$ cat config.mk
export PLATFORM = sky130hd
export DESIGN_NAME = count_bcd_display_flat
export DESIGN_NICKNAME = d
export VERILOG_FILES = /design/src/rtl/count_bcd_display_if.sv /design/src/rtl/count_bcd_display.sv /design/src/flat_wrapper.sv
export SDC_FILE = /design/constraint.sdc
export NUM_CORES = 1
export LEC_CHECK = 0
export ABC_AREA = 1
export BUFFER_PORTS_ARGS = -buffer_cell sky130_fd_sc_hd__clkbuf_2
export CORE_MARGIN = 8
export CORE_UTILIZATION = 54
export CTS_BUF_LIST = sky130_fd_sc_hd__clkbuf_4 sky130_fd_sc_hd__clkbuf_8 sky130_fd_sc_hd__clkbuf_16
export DETAILED_ROUTE_END_ITERATION = 16
export PLACE_DENSITY = 0.75
export SETUP_SLACK_MARGIN = 0.4
export SLEW_MARGIN = 5
export SYNTH_ARGS = -nofsm -noshare
export SYNTH_HDL_FRONTEND = slang
export SYNTH_SLANG_ARGS = --single-unit
$ cat constraint.sdc
create_clock -name clk -period 2.4 [get_ports clk]
set_input_delay 0.48 -clock clk [delete_from_list [all_inputs] [get_ports clk]]
set_output_delay 0.48 -clock clk [all_outputs]
set_load 0.02 [all_outputs]
$ cat src/rtl/count_bcd_display_if.sv
// Valid/ready handshake carrying the 8-bit binary count into the BCD display block.
interface count_bcd_display_if;
  logic [7:0] value;
  logic       valid;
  logic       ready;

  modport master (output value, output valid, input ready);
  modport slave  (input value, input valid, output ready);
endinterface

$ cat src/rtl/count_bcd_display.sv
// Binary-to-BCD converter (iterative double-dabble, 8 shifts) driving a
// time-multiplexed three-digit 7-segment display from the latched result.
module count_bcd_display #(
  parameter int unsigned SCAN_DIV     = 1024,
  parameter bit          COMMON_ANODE = 1'b0
) (
  input  logic                      clk,
  input  logic                      rst_n,
  count_bcd_display_if.slave        bus,
  input  logic                      blank_zeros,
  output logic [11:0]               bcd,
  output logic                      bcd_valid,
  output logic [6:0]                seg,
  output logic [2:0]                dig_en
);

  typedef enum logic [1:0] {IDLE, CONV, DONE} state_e;

  localparam logic [15:0] SCAN_LAST = 16'(SCAN_DIV - 1);

  state_e      state_q, state_d;
  logic [7:0]  shreg_q, shreg_d;
  logic [11:0] scratch_q, scratch_d;
  logic [2:0]  iter_q, iter_d;
  logic [11:0] bcd_q, bcd_d;
  logic [11:0] adj;
  logic [15:0] presc_q, presc_d;
  logic [1:0]  idx_q, idx_d;
  logic [3:0]  nib;
  logic        blank;
  logic [6:0]  seg_raw;
  logic [2:0]  dig_raw;

  function automatic logic [3:0] add3(input logic [3:0] n);
    return (n >= 4'd5) ? n + 4'd3 : n;
  endfunction

  function automatic logic [6:0] seg7(input logic [3:0] n);
    case (n)
      4'd0:    return 7'h3F;
      4'd1:    return 7'h06;
      4'd2:    return 7'h5B;
      4'd3:    return 7'h4F;
      4'd4:    return 7'h66;
      4'd5:    return 7'h6D;
      4'd6:    return 7'h7D;
      4'd7:    return 7'h07;
      4'd8:    return 7'h7F;
      4'd9:    return 7'h6F;
      default: return 7'h00;
    endcase
  endfunction

  always_comb begin
    state_d   = state_q;
    shreg_d   = shreg_q;
    scratch_d = scratch_q;
    iter_d    = iter_q;
    bcd_d     = bcd_q;
    adj       = {add3(scratch_q[11:8]), add3(scratch_q[7:4]), add3(scratch_q[3:0])};
    case (state_q)
      IDLE: begin
        if (bus.valid) begin
          shreg_d   = bus.value;
          scratch_d = '0;
          iter_d    = '0;
          state_d   = CONV;
        end
      end
      CONV: begin
        // Nibble corrections are applied before the shift, each confined to its own nibble.
        {scratch_d, shreg_d} = {adj, shreg_q} << 1;
        iter_d = iter_q + 3'd1;
        if (iter_q == 3'd7) begin
          bcd_d   = scratch_d;
          state_d = DONE;
        end
      end
      DONE:    state_d = IDLE;
      default: state_d = IDLE;
    endcase
  end

  always_comb begin
    presc_d = presc_q + 16'd1;
    idx_d   = idx_q;
    if (presc_q == SCAN_LAST) begin
      presc_d = '0;
      idx_d   = (idx_q == 2'd2) ? 2'd0 : idx_q + 2'd1;
    end
  end

  always_comb begin
    nib     = '0;
    blank   = 1'b0;
    dig_raw = '0;
    case (idx_q)
      2'd0: begin
        nib     = bcd_q[3:0];
        dig_raw = 3'b001;
      end
      2'd1: begin
        nib     = bcd_q[7:4];
        dig_raw = 3'b010;
        blank   = blank_zeros && (bcd_q[11:8] == 4'd0) && (bcd_q[7:4] == 4'd0);
      end
      2'd2: begin
        nib     = bcd_q[11:8];
        dig_raw = 3'b100;
        blank   = blank_zeros && (bcd_q[11:8] == 4'd0);
      end
      default: ;
    endcase
    seg_raw = blank ? 7'h00 : seg7(nib);
    seg     = COMMON_ANODE ? ~seg_raw : seg_raw;
    dig_en  = COMMON_ANODE ? ~dig_raw : dig_raw;
  end

  always_ff @(posedge clk) begin
    if (!rst_n) begin
      state_q   <= IDLE;
      shreg_q   <= '0;
      scratch_q <= '0;
      iter_q    <= '0;
      bcd_q     <= '0;
      presc_q   <= '0;
      idx_q     <= '0;
    end else begin
      state_q   <= state_d;
      shreg_q   <= shreg_d;
      scratch_q <= scratch_d;
      iter_q    <= iter_d;
      bcd_q     <= bcd_d;
      presc_q   <= presc_d;
      idx_q     <= idx_d;
    end
  end

  assign bus.ready = (state_q == IDLE);
  assign bcd_valid = (state_q == DONE);
  assign bcd       = bcd_q;

endmodule

$ cat src/flat_wrapper.sv
// flat-port wrapper written by rule: the top's interface ports become plain ports
module count_bcd_display_flat 
#(
  parameter int unsigned SCAN_DIV     = 1024,
  parameter bit          COMMON_ANODE = 1'b0
)
  (clk, rst_n, blank_zeros, bcd, bcd_valid, seg, dig_en, bus_value, bus_valid, bus_ready);
  count_bcd_display_if bus_i ();
  input  logic clk;
  input  logic rst_n;
  input  logic blank_zeros;
  output logic [11:0] bcd;
  output logic bcd_valid;
  output logic [6:0] seg;
  output logic [2:0] dig_en;
  input wire logic [$bits(bus_i.value)-1:0] bus_value;
  input wire logic [$bits(bus_i.valid)-1:0] bus_valid;
  output wire logic [$bits(bus_i.ready)-1:0] bus_ready;
  assign bus_i.value = bus_value;
  assign bus_i.valid = bus_valid;
  assign bus_ready = bus_i.ready;
  count_bcd_display #(.SCAN_DIV(SCAN_DIV), .COMMON_ANODE(COMMON_ANODE)) u_core (.clk(clk), .rst_n(rst_n), .bus(bus_i), .blank_zeros(blank_zeros), .bcd(bcd), .bcd_valid(bcd_valid), .seg(seg), .dig_en(dig_en));
endmodule
# [After elaboration in Yosys (flattened, before gate mapping)]
# Memories as Yosys holds them, arrays and structs flattened.
# Index checks and enable logic that the tools add are counted.
[totals] output_inout_bits=24 mem_count=1 rom_bits=112 regBits=55 word_cells=54
[classes] n_eq_ne=8 reduce_logical=11 mux=17 order_cmp=3 addsub=6 bitwise=1
[mem_list] memory="(no name shown)" words=16 width=7 rd=1 rd_ports_with_merged_regs=0 write_ports=0 line_no="count_bcd_display.sv:39" rtl="case (n)"
[op_table] op="$pmux W12 S2" count=1
[op_table] op="$add A16 B1 Y16 const B" count=1
[op_table] op="$eq A16 B10 Y1 const B" count=1
[op_table] op="$pmux W8 S2" count=1
[op_table] op="$ge A4 B3 Y1 const B" count=3
[op_table] op="$mux W12" count=1
[op_table] op="$pmux W4 S3" count=1
[op_table] op="$pmux W3 S3" count=1
[op_table] op="$add A4 B2 Y4 const B" count=2
[op_table] op="$logic_not A4 Y1" count=2
[op_table] op="$mux W4" count=2
[op_table] op="$mux W8" count=1
[op_table] op="$mux W7" count=1
[op_table] op="$mux W2" count=3
[op_table] op="$mux W3" count=2
[op_table] op="$pmux W3 S2" count=1
[op_table] op="$reduce_and A2 Y1" count=3
[op_table] op="$eq A2 B1 Y1 const B" count=2
[op_table] op="$eq A2 B2 Y1 const B" count=2
[op_table] op="$logic_not A2 Y1" count=2
[op_table] op="$pmux W2 S2" count=1
[op_table] op="$add A3 B1 Y3 const B" count=1
[op_table] op="$add A3 B2 Y3 const B" count=1
[op_table] op="$eq A3 B3 Y1 const B" count=1
[op_table] op="8 further kinds" count=9

# [Depth between registers and ports, before layout]
[depth] word_depth=5 mapped_depth=11 mapped_depth_nobuf=11

# [Worst setup path after synthesis]
# Ideal clock, no wire load.
[synth_path] path_kind="reg-to-output" startpoint="register u_core.idx_q[0]" endpoint="output port seg[5]" t_required_ns=1.920 stages_incl_launch_ff=11 path_buffers=0 arrival_ns=1.779 slack_ns=0.141 cell_sequence="dfxtp_1 -> inv_1 -> ha_1 -> nand2_1 -> nand3_1 -> nand2_1 -> inv_1 -> ha_1 -> o21ai_0 -> inv_1 -> a21oi_1"
[synth_between] elab_chain_cells=4 word_cells_on_any_way=7 cone_classes="eq/ne: 2; mux: 3; reduce/logical: 1; memory: 1"
[synth_lines] element="start: declaration" line_no="count_bcd_display.sv:28" rtl="logic [1:0] idx_q, idx_d;"
[synth_lines] element="start signal: assignment" line_no="count_bcd_display.sv:135" rtl="idx_q <= idx_d;"
[synth_lines] element="$eq A2 B2 Y1 (tied with other cells)" line_no="count_bcd_display.sv:97" rtl="case (idx_q)"
[synth_lines] element="$pmux W4 S3" line_no="count_bcd_display.sv:97"
[synth_lines] element="$mem_v2 Z16 W7"
[synth_lines] element="$mux W7 *" line_no="count_bcd_display.sv:114" rtl="seg_raw = blank ? 7'h00 : seg7(nib);"
[synth_lines] element="end: declaration" line_no="flat_wrapper.sv:14" rtl="output logic [6:0] seg;"
# Every way passes the cells marked *; elsewhere a longest branch is shown, timed or not.

# [Final worst setup path]
[layout_path] startpoint="register u_core.idx_q[1]" endpoint="output port seg[5]"
# The elaborated chain is that of the path after synthesis.

==> out/metrics.csv <==
stage;metric;value;unit
setup_path;reg2reg_depth;7;
hold_path;worstHoldPathCells;3;
sta;fin_crit_sh;101.6;%
route;ant_nets;0;
pwr;max-vdd-ir-drop;257.1;uV
setup_path;cp_max_fo;5;
floorplanning;dieArea;8144;um^2
clock_network;h-tree-depth;2;
final_layout;fillers;407;
clock_network;clk_pin_slew;0.11;ns
sta;finClkSkew;0.01478;ns
floorplanning;core;5405;um^2
setup_path;slowest_delay;0.42;ns
clock_network;cts.sinks;55;
setup_path;start_kind;flip-flop;
floorplanning;die_w;90.25;um
synthesis;synthCells;420;
route;vias;2890;
setup_path;arrival;1.96;ns
global_route;grt_pass1_wl;12150;um
synthesis;synth_seq_cells;55;
hold_path;hp-class;input pin to flip-flop;
hold_path;worstHoldStart;bus_value[0];
setup_path;critPathRequiredTime;1.92;ns
placement;placed_area;3224;um^2
global_route;overflow;0;
final_layout;nets;495;
floorplanning;die_h;90.25;um
global_route;antenna_found_initial;0;
final_layout;regArea;1109;um^2
final_layout;drive_gt1_share;28.82;%
placement;hpwl;4760;um
global_route;grt_max_degree;36;
setup_path;worstSetupPathType;flip-flop to primary output;
clock_network;root_buffer;clkbuf_8;
setup_path;crit_slowest_cell;dfxtp_4;
route;wl_per_cell;13.83;um
clock_network;numCtsBuffers;5;
route;drc;0;
sta;setup_tns;-0.1373;ns
route;postRouteWirelength;7427;um
global_route;grt_pass1_vias;2692;
sta;setup_violations;5;
setup_path;path_cells;inv_6 > ha_4 > nand2_2 > nand3_2 > nand2_4 > inv_2 > ha_4 > o21ai_4 > inv_2 > a21oi_4 > buf_8;
synthesis;syn_area_per_cell;7.087;um^2
floorplanning;ioPinCount;36;
pwr;powerDensity;412.2;nW/um^2
setup_path;r2r_slack;0.69;ns
floorplanning;rows;27;
route;viasPerCell;5.382;
sta;min_period;2.438;ns
synthesis;synth_nets;451;
sta;slew_headroom;61.39;%
sta;fmax;410.2;MHz
synthesis;yosys.area.top_type_share;36.99;%
synthesis;synth_area_leaders;dfxtp_1 (37%), nand2_1 (13%), ha_1 (8.0%), a21oi_1 (7.9%), inv_1 (5.3%);
setup_path;r2r_start;u_core.iter_q[0];
sta;maxSlewViolCount;0;
global_route;grtUsageTotal;17.41;%
final_layout;syn2layout_area_growth;25.18;%
placement;place_congestion;0.8235;
clock_network;cts.path.max_buffers;2;
floorplanning;initial_core_util;55.07;%
sta;hold_viol_final;0;
placement;dp_slack;0.1724;ns
synthesis;synth_cell_types;30;
clock_network;postCtsHoldBufs;0;
final_layout;antennaDiodeCount;0;
sta;setup_slack;-0.03786;ns
placement;io_buffers;35;
outcome;status;complete, but fails checks;
synthesis;ys_seq_area_share;36.99;%
synthesis;yosys_warnings;0;
pwr;p_leak;1.557;nW
sta;worstMarginPinSlew;0.5783;ns
sta;rsz0062_at_grt;yes;
synthesis;syn-cell-area;2977;um^2
synthesis;synth_top_cell_by_area;dfxtp_1;
clock_network;cts_tree;yes;
setup_path;critPathCaptureType;primary output;
setup_path;timing.rr.end;u_core.bcd[9];
route;drt_first_pass_iters;4;
final_layout;multi_input_area;1921;um^2
hold_path;min_to;u_core.shreg_q[0];
outcome;violations;negative setup slack;
final_layout;fin_area;3726;um^2
clock_network;clk_latency;0.31;ns
run;maxCapViolCount;0;
final_layout;fin_util;68.94;%
route;drt_iter0_markers;167;
==> worst max path at each step <==
stage | start | end | cells after the start
after floorplan | u_core.idx_q[0] | seg[0] | 9
after global placement | u_core.idx_q[0] | seg[5] | 11
after detailed placement | u_core.idx_q[0] | seg[5] | 11
after CTS | u_core.idx_q[1] | seg[5] | 11
after global routing | u_core.idx_q[1] | seg[5] | 11
final | u_core.idx_q[1] | seg[5] | 11
==> cell usage after synthesis <==
library cell,count
buf_4,1
or2_2,3
clkbuf_1,4
xor2_1,6
inv_2,4
buf_12,1
o21bai_1,2
nor3_4,1
inv_1,42
dfxtp_1,55
nor2_4,1
nand2_2,5
nand3_1,25
nand3_4,1
xnor2_1,1
or2_0,1
o21ai_1,6
nand2_1,106
nand2_4,1
o211ai_1,6
buf_2,5
a21oi_1,47
nand4_1,8
nor3_1,4
nor2_2,10
nor2_1,39
nand3_2,1
a21oi_2,3
ha_1,19
o21ai_0,12
==> power by group <==
group / total (mW) / switching (mW) / internal, mW
registers: 0.943 / 0.0148 / 0.929
logic: 0.0924 / 0.0614 / 0.0310
clock network: 0.500 / 0.299 / 0.201
==> registers in the layout (all words and copies together) (netlist names) <==
name	flops
u_core.presc_q	16
u_core.bcd	12
u_core.scratch_q	12
u_core.shreg_q	8
u_core.iter_q	3
u_core.idx_q	2
u_core.state_q	2
==> per-layer routing <==
metal  vias up  global-route usage (%)  part of all wire, %
li1       1443                       -                    -
met4         0                   7.906                  3.0
met5         -                       0                    0
met1      1349                   20.49                   45
met2        72                   29.39                   48
met3        26                   3.990                  4.1
==> logic make-up after synthesis <==
kind of cell,synth area share [%]
buffers and inverters,8.070
flip-flops,36.99
XOR/XNOR,2.060
adder cells (fa/ha/maj),7.987
AND/OR/NAND/NOR,31.06
AO/OA/AOI/OAI,13.83
==> layout by cell type, fill, tap and decap left out, drive strengths merged <==
cell	instances
nor2	50
dfxtp	55
nand2	112
or2	4
o211ai	6
nor3	5
o21bai	2
nand4	8
o21ai	18
inv	46
xnor2	1
a21oi	50
clkbuf	35
xor2	6
clkinv	3
ha	19
buf	18
nand3	27
==> stage by stage <==
step / power [mW] / hold WS (ns) / instances
CTS: 1.550 / 0.4214 / 533
global placement: 1.058 / 0.4494 / 517
finish: 1.536 / 0.4173 / 537
detailed placement: 1.060 / 0.4554 / 517
floorplan: 1.036 / 0.4283 / 420
global route: 1.609 / 0.4329 / 537
==> worst max-delay path, delay by kind of cell, from the launching register on <==
family,cells,cell delay (ns)
buf+inv,4,0.33
compound gates,2,0.28
simple gates,3,0.30
fa+ha+maj,2,0.34
flops,1,0.42
==> area by class of cell <==
cell class,count,share of cell area [%]
clock buffers,5,1.847
clock inverters,3,0.4030
inverters,46,5.104
multi-input cells,308,51.54
flip-flops and latches,55,29.75
well taps,72,2.418
repair buffers,48,8.932
==> repair_timing <==
| item | in CTS | in global routing |
|---|---|---|
| pin swaps | 15 | 9 |
| hold endpoints to repair | 0 | 0 |
| endpoints found under the setup margin | 7 | 7 |
| resized for setup | 63 | 21 |
| cloned | 0 | 0 |
| setup buffers | 8 | 4 |
Note: power is estimated with default switching activity, not from simulation.
